## src/rtl/alu_seq_pkg.sv

```systemverilog
// Shared types and constants for the ALU operation sequencer.
package alu_seq_pkg;

    localparam int unsigned OPND_W = 2;
    localparam int unsigned Y_W    = 4;
    localparam int unsigned ERR_W  = 4;

    localparam logic [OPND_W-1:0] OP_ADD = 2'b00;
    localparam logic [OPND_W-1:0] OP_SUB = 2'b01;
    localparam logic [OPND_W-1:0] OP_MUL = 2'b10;
    localparam logic [OPND_W-1:0] OP_DIV = 2'b11;

    typedef enum logic [1:0] {
        IDLE  = 2'd0,
        ISSUE = 2'd1,
        RESP  = 2'd2
    } state_e;

    typedef struct packed {
        logic [OPND_W-1:0] a;
        logic [OPND_W-1:0] b;
        logic [OPND_W-1:0] op;
    } alu_req_t;

    function automatic logic is_div_zero(input logic [OPND_W-1:0] op, input logic [OPND_W-1:0] b);
        return (op == OP_DIV) && (b == '0);
    endfunction

endpackage

```

## src/rtl/alu_req_fifo.sv

```systemverilog
// Request FIFO with first-word fall-through head; DEPTH must be a power of two.
module alu_req_fifo
    import alu_seq_pkg::*;
#(
    parameter int unsigned DEPTH = 4
) (
    input  logic     clk,
    input  logic     rst,
    input  logic     push,
    input  logic     pop,
    input  alu_req_t din,
    output logic     full,
    output logic     empty,
    output alu_req_t dout
);

    localparam int unsigned PTR_W = (DEPTH > 1) ? $clog2(DEPTH) : 1;
    localparam int unsigned CNT_W = $clog2(DEPTH + 1);

    alu_req_t         mem [DEPTH];
    logic [PTR_W-1:0] wr_ptr;
    logic [PTR_W-1:0] rd_ptr;
    logic [CNT_W-1:0] count;
    logic             do_push;
    logic             do_pop;

    assign do_push = push && !full;
    assign do_pop  = pop && !empty;
    assign full    = (count == CNT_W'(DEPTH));
    assign empty   = (count == '0);
    assign dout    = mem[rd_ptr];

    // Storage carries no reset; validity is tracked by count alone.
    always_ff @(posedge clk) begin
        if (do_push) begin
            mem[wr_ptr] <= din;
        end
    end

    always_ff @(posedge clk) begin
        if (rst) begin
            wr_ptr <= '0;
            rd_ptr <= '0;
            count  <= '0;
        end else begin
            if (do_push) begin
                wr_ptr <= wr_ptr + PTR_W'(1);
            end
            if (do_pop) begin
                rd_ptr <= rd_ptr + PTR_W'(1);
            end
            if (do_push && !do_pop) begin
                count <= count + CNT_W'(1);
            end else if (do_pop && !do_push) begin
                count <= count - CNT_W'(1);
            end
        end
    end

endmodule

```

## src/rtl/alu_op_sequencer.sv

```systemverilog
// Issues queued 2-bit ALU requests one at a time and returns captured results
// over a valid/ready handshake, counting divide-by-zero issues.
module alu_op_sequencer
    import alu_seq_pkg::*;
#(
    parameter int unsigned DEPTH  = 4,
    parameter int unsigned ADDR_W = 2
) (
    input  logic              clk,
    input  logic              rst,
    input  logic              in_valid,
    output logic              in_ready,
    input  logic [1:0]        in_a,
    input  logic [1:0]        in_b,
    input  logic [1:0]        in_op,
    output logic [1:0]        alu_a,
    output logic [1:0]        alu_b,
    output logic [1:0]        alu_ctrl,
    output logic [ADDR_W-1:0] alu_addr,
    output logic              alu_we,
    input  logic [3:0]        alu_y,
    input  logic              alu_c,
    output logic              res_valid,
    input  logic              res_ready,
    output logic [3:0]        res_y,
    output logic              res_c,
    output logic [ADDR_W-1:0] res_addr,
    output logic              busy,
    output logic [3:0]        err_count
);

    state_e            state;
    alu_req_t          req_in;
    alu_req_t          head;
    logic              full;
    logic              empty;
    logic              push;
    logic              pop;
    logic [ADDR_W-1:0] addr_cnt;

    assign req_in   = '{a: in_a, b: in_b, op: in_op};
    assign in_ready = !full && !rst;
    assign push     = in_valid && in_ready;
    // Head leaves the FIFO when the FSM starts an issue from IDLE or straight out of RESP.
    assign pop      = !empty && ((state == IDLE) || ((state == RESP) && res_ready));
    assign alu_addr = addr_cnt;
    assign busy     = !empty || (state != IDLE);

    alu_req_fifo #(
        .DEPTH (DEPTH)
    ) u_fifo (
        .clk   (clk),
        .rst   (rst),
        .push  (push),
        .pop   (pop),
        .din   (req_in),
        .full  (full),
        .empty (empty),
        .dout  (head)
    );

    always_ff @(posedge clk) begin
        if (rst) begin
            state     <= IDLE;
            alu_a     <= '0;
            alu_b     <= '0;
            alu_ctrl  <= '0;
            alu_we    <= 1'b0;
            addr_cnt  <= '0;
            res_valid <= 1'b0;
            res_y     <= '0;
            res_c     <= 1'b0;
            res_addr  <= '0;
            err_count <= '0;
        end else begin
            alu_we <= 1'b0;
            unique case (state)
                IDLE: begin
                    if (pop) begin
                        alu_a    <= head.a;
                        alu_b    <= head.b;
                        alu_ctrl <= head.op;
                        alu_we   <= 1'b1;
                        state    <= ISSUE;
                    end
                end
                ISSUE: begin
                    res_y     <= alu_y;
                    res_c     <= alu_c;
                    res_addr  <= addr_cnt;
                    res_valid <= 1'b1;
                    addr_cnt  <= addr_cnt + ADDR_W'(1);
                    if (is_div_zero(alu_ctrl, alu_b) && (err_count != 4'hF)) begin
                        err_count <= err_count + 4'(1);
                    end
                    state <= RESP;
                end
                RESP: begin
                    if (res_ready) begin
                        res_valid <= 1'b0;
                        if (pop) begin
                            alu_a    <= head.a;
                            alu_b    <= head.b;
                            alu_ctrl <= head.op;
                            alu_we   <= 1'b1;
                            state    <= ISSUE;
                        end else begin
                            state <= IDLE;
                        end
                    end
                end
                default: state <= IDLE;
            endcase
        end
    end

endmodule

```

## config.mk

```make
export PLATFORM = sky130hd
export DESIGN_NAME = alu_op_sequencer
export DESIGN_NICKNAME = d
export VERILOG_FILES = /design/src/rtl/alu_seq_pkg.sv /design/src/rtl/alu_req_fifo.sv /design/src/rtl/alu_op_sequencer.sv
export SDC_FILE = /design/constraint.sdc
export NUM_CORES = 1
export LEC_CHECK = 0
export ABC_CLOCK_PERIOD_IN_PS = 2400
export CAP_MARGIN = 5
export CORE_AREA = 2 2 91 93
export CTS_CLUSTER_SIZE = 8
export DETAILED_ROUTE_END_ITERATION = 10
export DIE_AREA = 0 0 93 95
export GPL_TIMING_DRIVEN = 0
export PLACE_DENSITY = 0.57
export SLEW_MARGIN = 20
export SYNTH_ARGS = -nofsm -noshare
export SYNTH_HDL_FRONTEND = slang
export SYNTH_SLANG_ARGS = --single-unit
```

## constraint.sdc

```tcl
create_clock -name clk -period 2.4 [get_ports clk]
set_input_delay 0.48 -clock clk [delete_from_list [all_inputs] [get_ports clk]]
set_output_delay 0.48 -clock clk [all_outputs]
set_load 0.02 [all_outputs]
```

==> metrics.txt <==
worst hold-check slack roughly 0.46 ns; critical path depth in cells 4; min Tclk post-route between 2 and 2.5 ns; worst slack at placement -0.4560 ns; power density over the cells 1020 mW/mm^2; Worst Hold Path Cells 2; Antenna Cells 0; area delta synth->final 27.63%; DR iter-0 viols 78; Critical-path top delay cell sky130_fd_sc_hd__or3_1; die height 95 um; core area 0.007928 mm^2; last weighted congestion value of the routability-driven placer ~0.69; antenna viol nets, final 0; headroom to the max-slew limit about 61%; Detail Placement HPWL 3171 um; number of antenna violations at the first check in global routing 0; final setup violation count 0; floorplan die width between 90 and 100 um; cell mode on critical path sky130_fd_sc_hd__or3_1; kind of cell adding the most delay to the critical path simple AND/OR/NAND/NOR gates; Synth Instances ~190; post-synthesis net count about 210; Reg clk slew, reported paths 0.11 ns; via count of the first global-routing pass 1495; count of warnings emitted by yosys 0; worst-case reg-to-reg path depth 9; count of H-tree levels built during CTS 2; class of the worst hold path register to register; Worst Clk Skew 0.009929 ns; number of buffers created by CTS 5; Sinks on Clock Net 56; outcome complete, no violations; synth unique cells 41; largest fanout on the critical path 9; delay of the slowest cell on the worst path 0.39 ns; syn avg cell area 12.35 um^2; vias per cell 4.499; Worst Path Arrival 1.84 ns; Worst EP required ~1.9 ns; final-stage net count 253; max-cap viol count 0; commonest non-fill, non-tap cell in the layout sky130_fd_sc_hd__clkdlybuf4s50_1; global route overflow 0; worst slew pin tran between 0.5 and 0.6 ns; total routed wirelength 4480 um; largest net degree at the start of global routing 20; GR Util All Layers 10.62%; kind of critical path register to output pin; DRC 0; portion of the post-synthesis area used by sequential elements 58.94%; Post-synth ARST share 0%; #FFs+latches synth 56; cells along the critical path or3_1, buf_6, or3_1, clkdlybuf4s15_1; initial standard-cell utilization of the core a little under 30%; share of final-layout standard cells stronger than drive strength 1 15.52%; I/O pins 38; Power, Total 3.007 mW; highest attainable clock frequency 430.2 MHz; number of enable-type register cells in the synthesized netlist 24; Max rail drop VDD 355.5 uV; number of hold violations in the final report 0; row count 33; Most used DFF post-synth sky130_fd_sc_hd__dfxtp_1; clock tree buffer depth 2; Detailed Routing Iterations Pass 1 4; leakage power 1.042 nW; commonest cells after routing, fill and taps aside 34 x sky130_fd_sc_hd__clkdlybuf4s50_1, 30 x sky130_fd_sc_hd__dfxtp_1, 24 x sky130_fd_sc_hd__edfxtp_1; part of the cycle the worst path needs 96.86%; buffers and inverters on the worst path 2; routed via count 1516; category of the worst setup path capture point output pin; total die area a little under 0.009 mm^2; CTS tree yes; cell area after synthesis 0.002310 mm^2; max-slew violation count 0; detailed-route wire length per cell 13.29 um; total of buffers placed on input and output ports 36; later-pin clock latency in the skew report 0.32 ns; Worst Setup Start Kind register; number of filler instances in the final layout 797; clock tree root driver cell sky130_fd_sc_hd__clkbuf_8; Final Worst Setup Slack roughly 0.075 ns; global-route wire length before repair 7265 um; final cell utilization of the core between 30% and 40%
==> report_power, final <==
group / switching, mW / total (mW) / internal (mW)
Clock: 0.332 / 0.548 / 0.215
Sequential: 0.129 / 1.30 / 1.17
Combinational: 0.597 / 1.16 / 0.559
Total: 1.06 / 3.01 / 1.95
==> flip-flops by register name, summed over array words and instances (netlist names), named ones only <==
register / cells
alu_b: 2
res_c: 1
state: 2
u_fifo.count: 3
res_valid: 1
u_fifo.wr_ptr: 2
alu_ctrl: 2
alu_we: 1
res_y: 4
res_addr: 2
u_fifo.mem: 24
alu_addr: 2
u_fifo.rd_ptr: 2
alu_a: 2
err_count: 4
==> layout make-up <==
cell class	count	area (um^2)	share of cell area, %
clock buffer	5	68.82	2.334
clock inverter	3	27.53	0.9338
timing repair buffer	38	374.1	12.69
inverter	6	22.52	0.7640
multi-input combinational	114	894.6	30.35
buffer	10	62.56	2.122
tap	105	131.4	4.457
sequential	56	1366	46.35
==> cells in the mapped netlist (5+ instances only) <==
cell	n	area [um^2]
sky130_fd_sc_hd__mux4_2	6	135.1
sky130_fd_sc_hd__nor2_1	10	37.54
sky130_fd_sc_hd__edfxtp_1	24	720.7
sky130_fd_sc_hd__dfxtp_1	32	640.6
sky130_fd_sc_hd__buf_2	6	30.03
sky130_fd_sc_hd__a21oi_1	18	90.09
sky130_fd_sc_hd__o31ai_1	7	52.55
sky130_fd_sc_hd__nand4_1	7	43.79
sky130_fd_sc_hd__ha_1	6	75.07
sky130_fd_sc_hd__nand2_1	16	60.06
sky130_fd_sc_hd__inv_1	5	18.77
==> kinds of logic after synthesis <==
family	after synthesis	synth area share, %
fa+ha+maj	7	4.117
simple gates	60	15.22
flops	56	58.94
compound gates	32	8.451
mux	11	8.180
buf+inv	17	3.575
xor+xnor	4	1.517
==> timing repair <==
item,4_1_cts,5_1_grt
cloned,0,0
hold buffers,0,0
setup buffers,1,1
pin swaps,0,1
gates resized for setup,5,9
setup endpoints to repair,3,2
==> metal layers <==
layer | wire length [um] | share of wire (%) | GRT usage (%) | vias to the layer above
met5 | 0 | 0 | 0 | -
met4 | 46 | 1.0 | 3.309 | 0
met3 | 163 | 3.6 | 2.873 | 4
met2 | 2127 | 47 | 17.39 | 26
met1 | 2142 | 48 | 13.76 | 720
li1 | - | - | - | 766
==> worst reg2reg max path, cell delays in order, from the launching register on <==
cell and delay, ns:
sky130_fd_sc_hd__dfxtp_4 0.38, sky130_fd_sc_hd__or3_1 0.39, sky130_fd_sc_hd__buf_6 0.16, sky130_fd_sc_hd__nand3_4 0.10
sky130_fd_sc_hd__ha_4 0.15, sky130_fd_sc_hd__inv_1 0.05, sky130_fd_sc_hd__fa_1 0.42, sky130_fd_sc_hd__xor2_1 0.15
sky130_fd_sc_hd__or3_1 0.32, sky130_fd_sc_hd__a21oi_2 0.12
==> through the flow <==
step | TNS (ns) | instances | cell area [um^2]
floorplan | 0 | 187 | 2310
global placement | -0.6178 | 328 | 2801
detailed placement | -0.6753 | 328 | 2801
CTS | 0 | 336 | 2908
global route | -0.02254 | 337 | 2948
finish | 0 | 337 | 2948
==> final timing paths <==
kind	startpoint	end	slack, ns
hold reg to reg	res_y[3]	res_y[3]	0.46
setup reg to reg	u_fifo.count[0]	u_fifo.count[2]	0.10
hold / removal	res_y[3]	res_y[3]	0.46
setup / recovery	u_fifo.count[0]	busy	0.08
No activity file was read; power rests on OpenSTA's default activity.
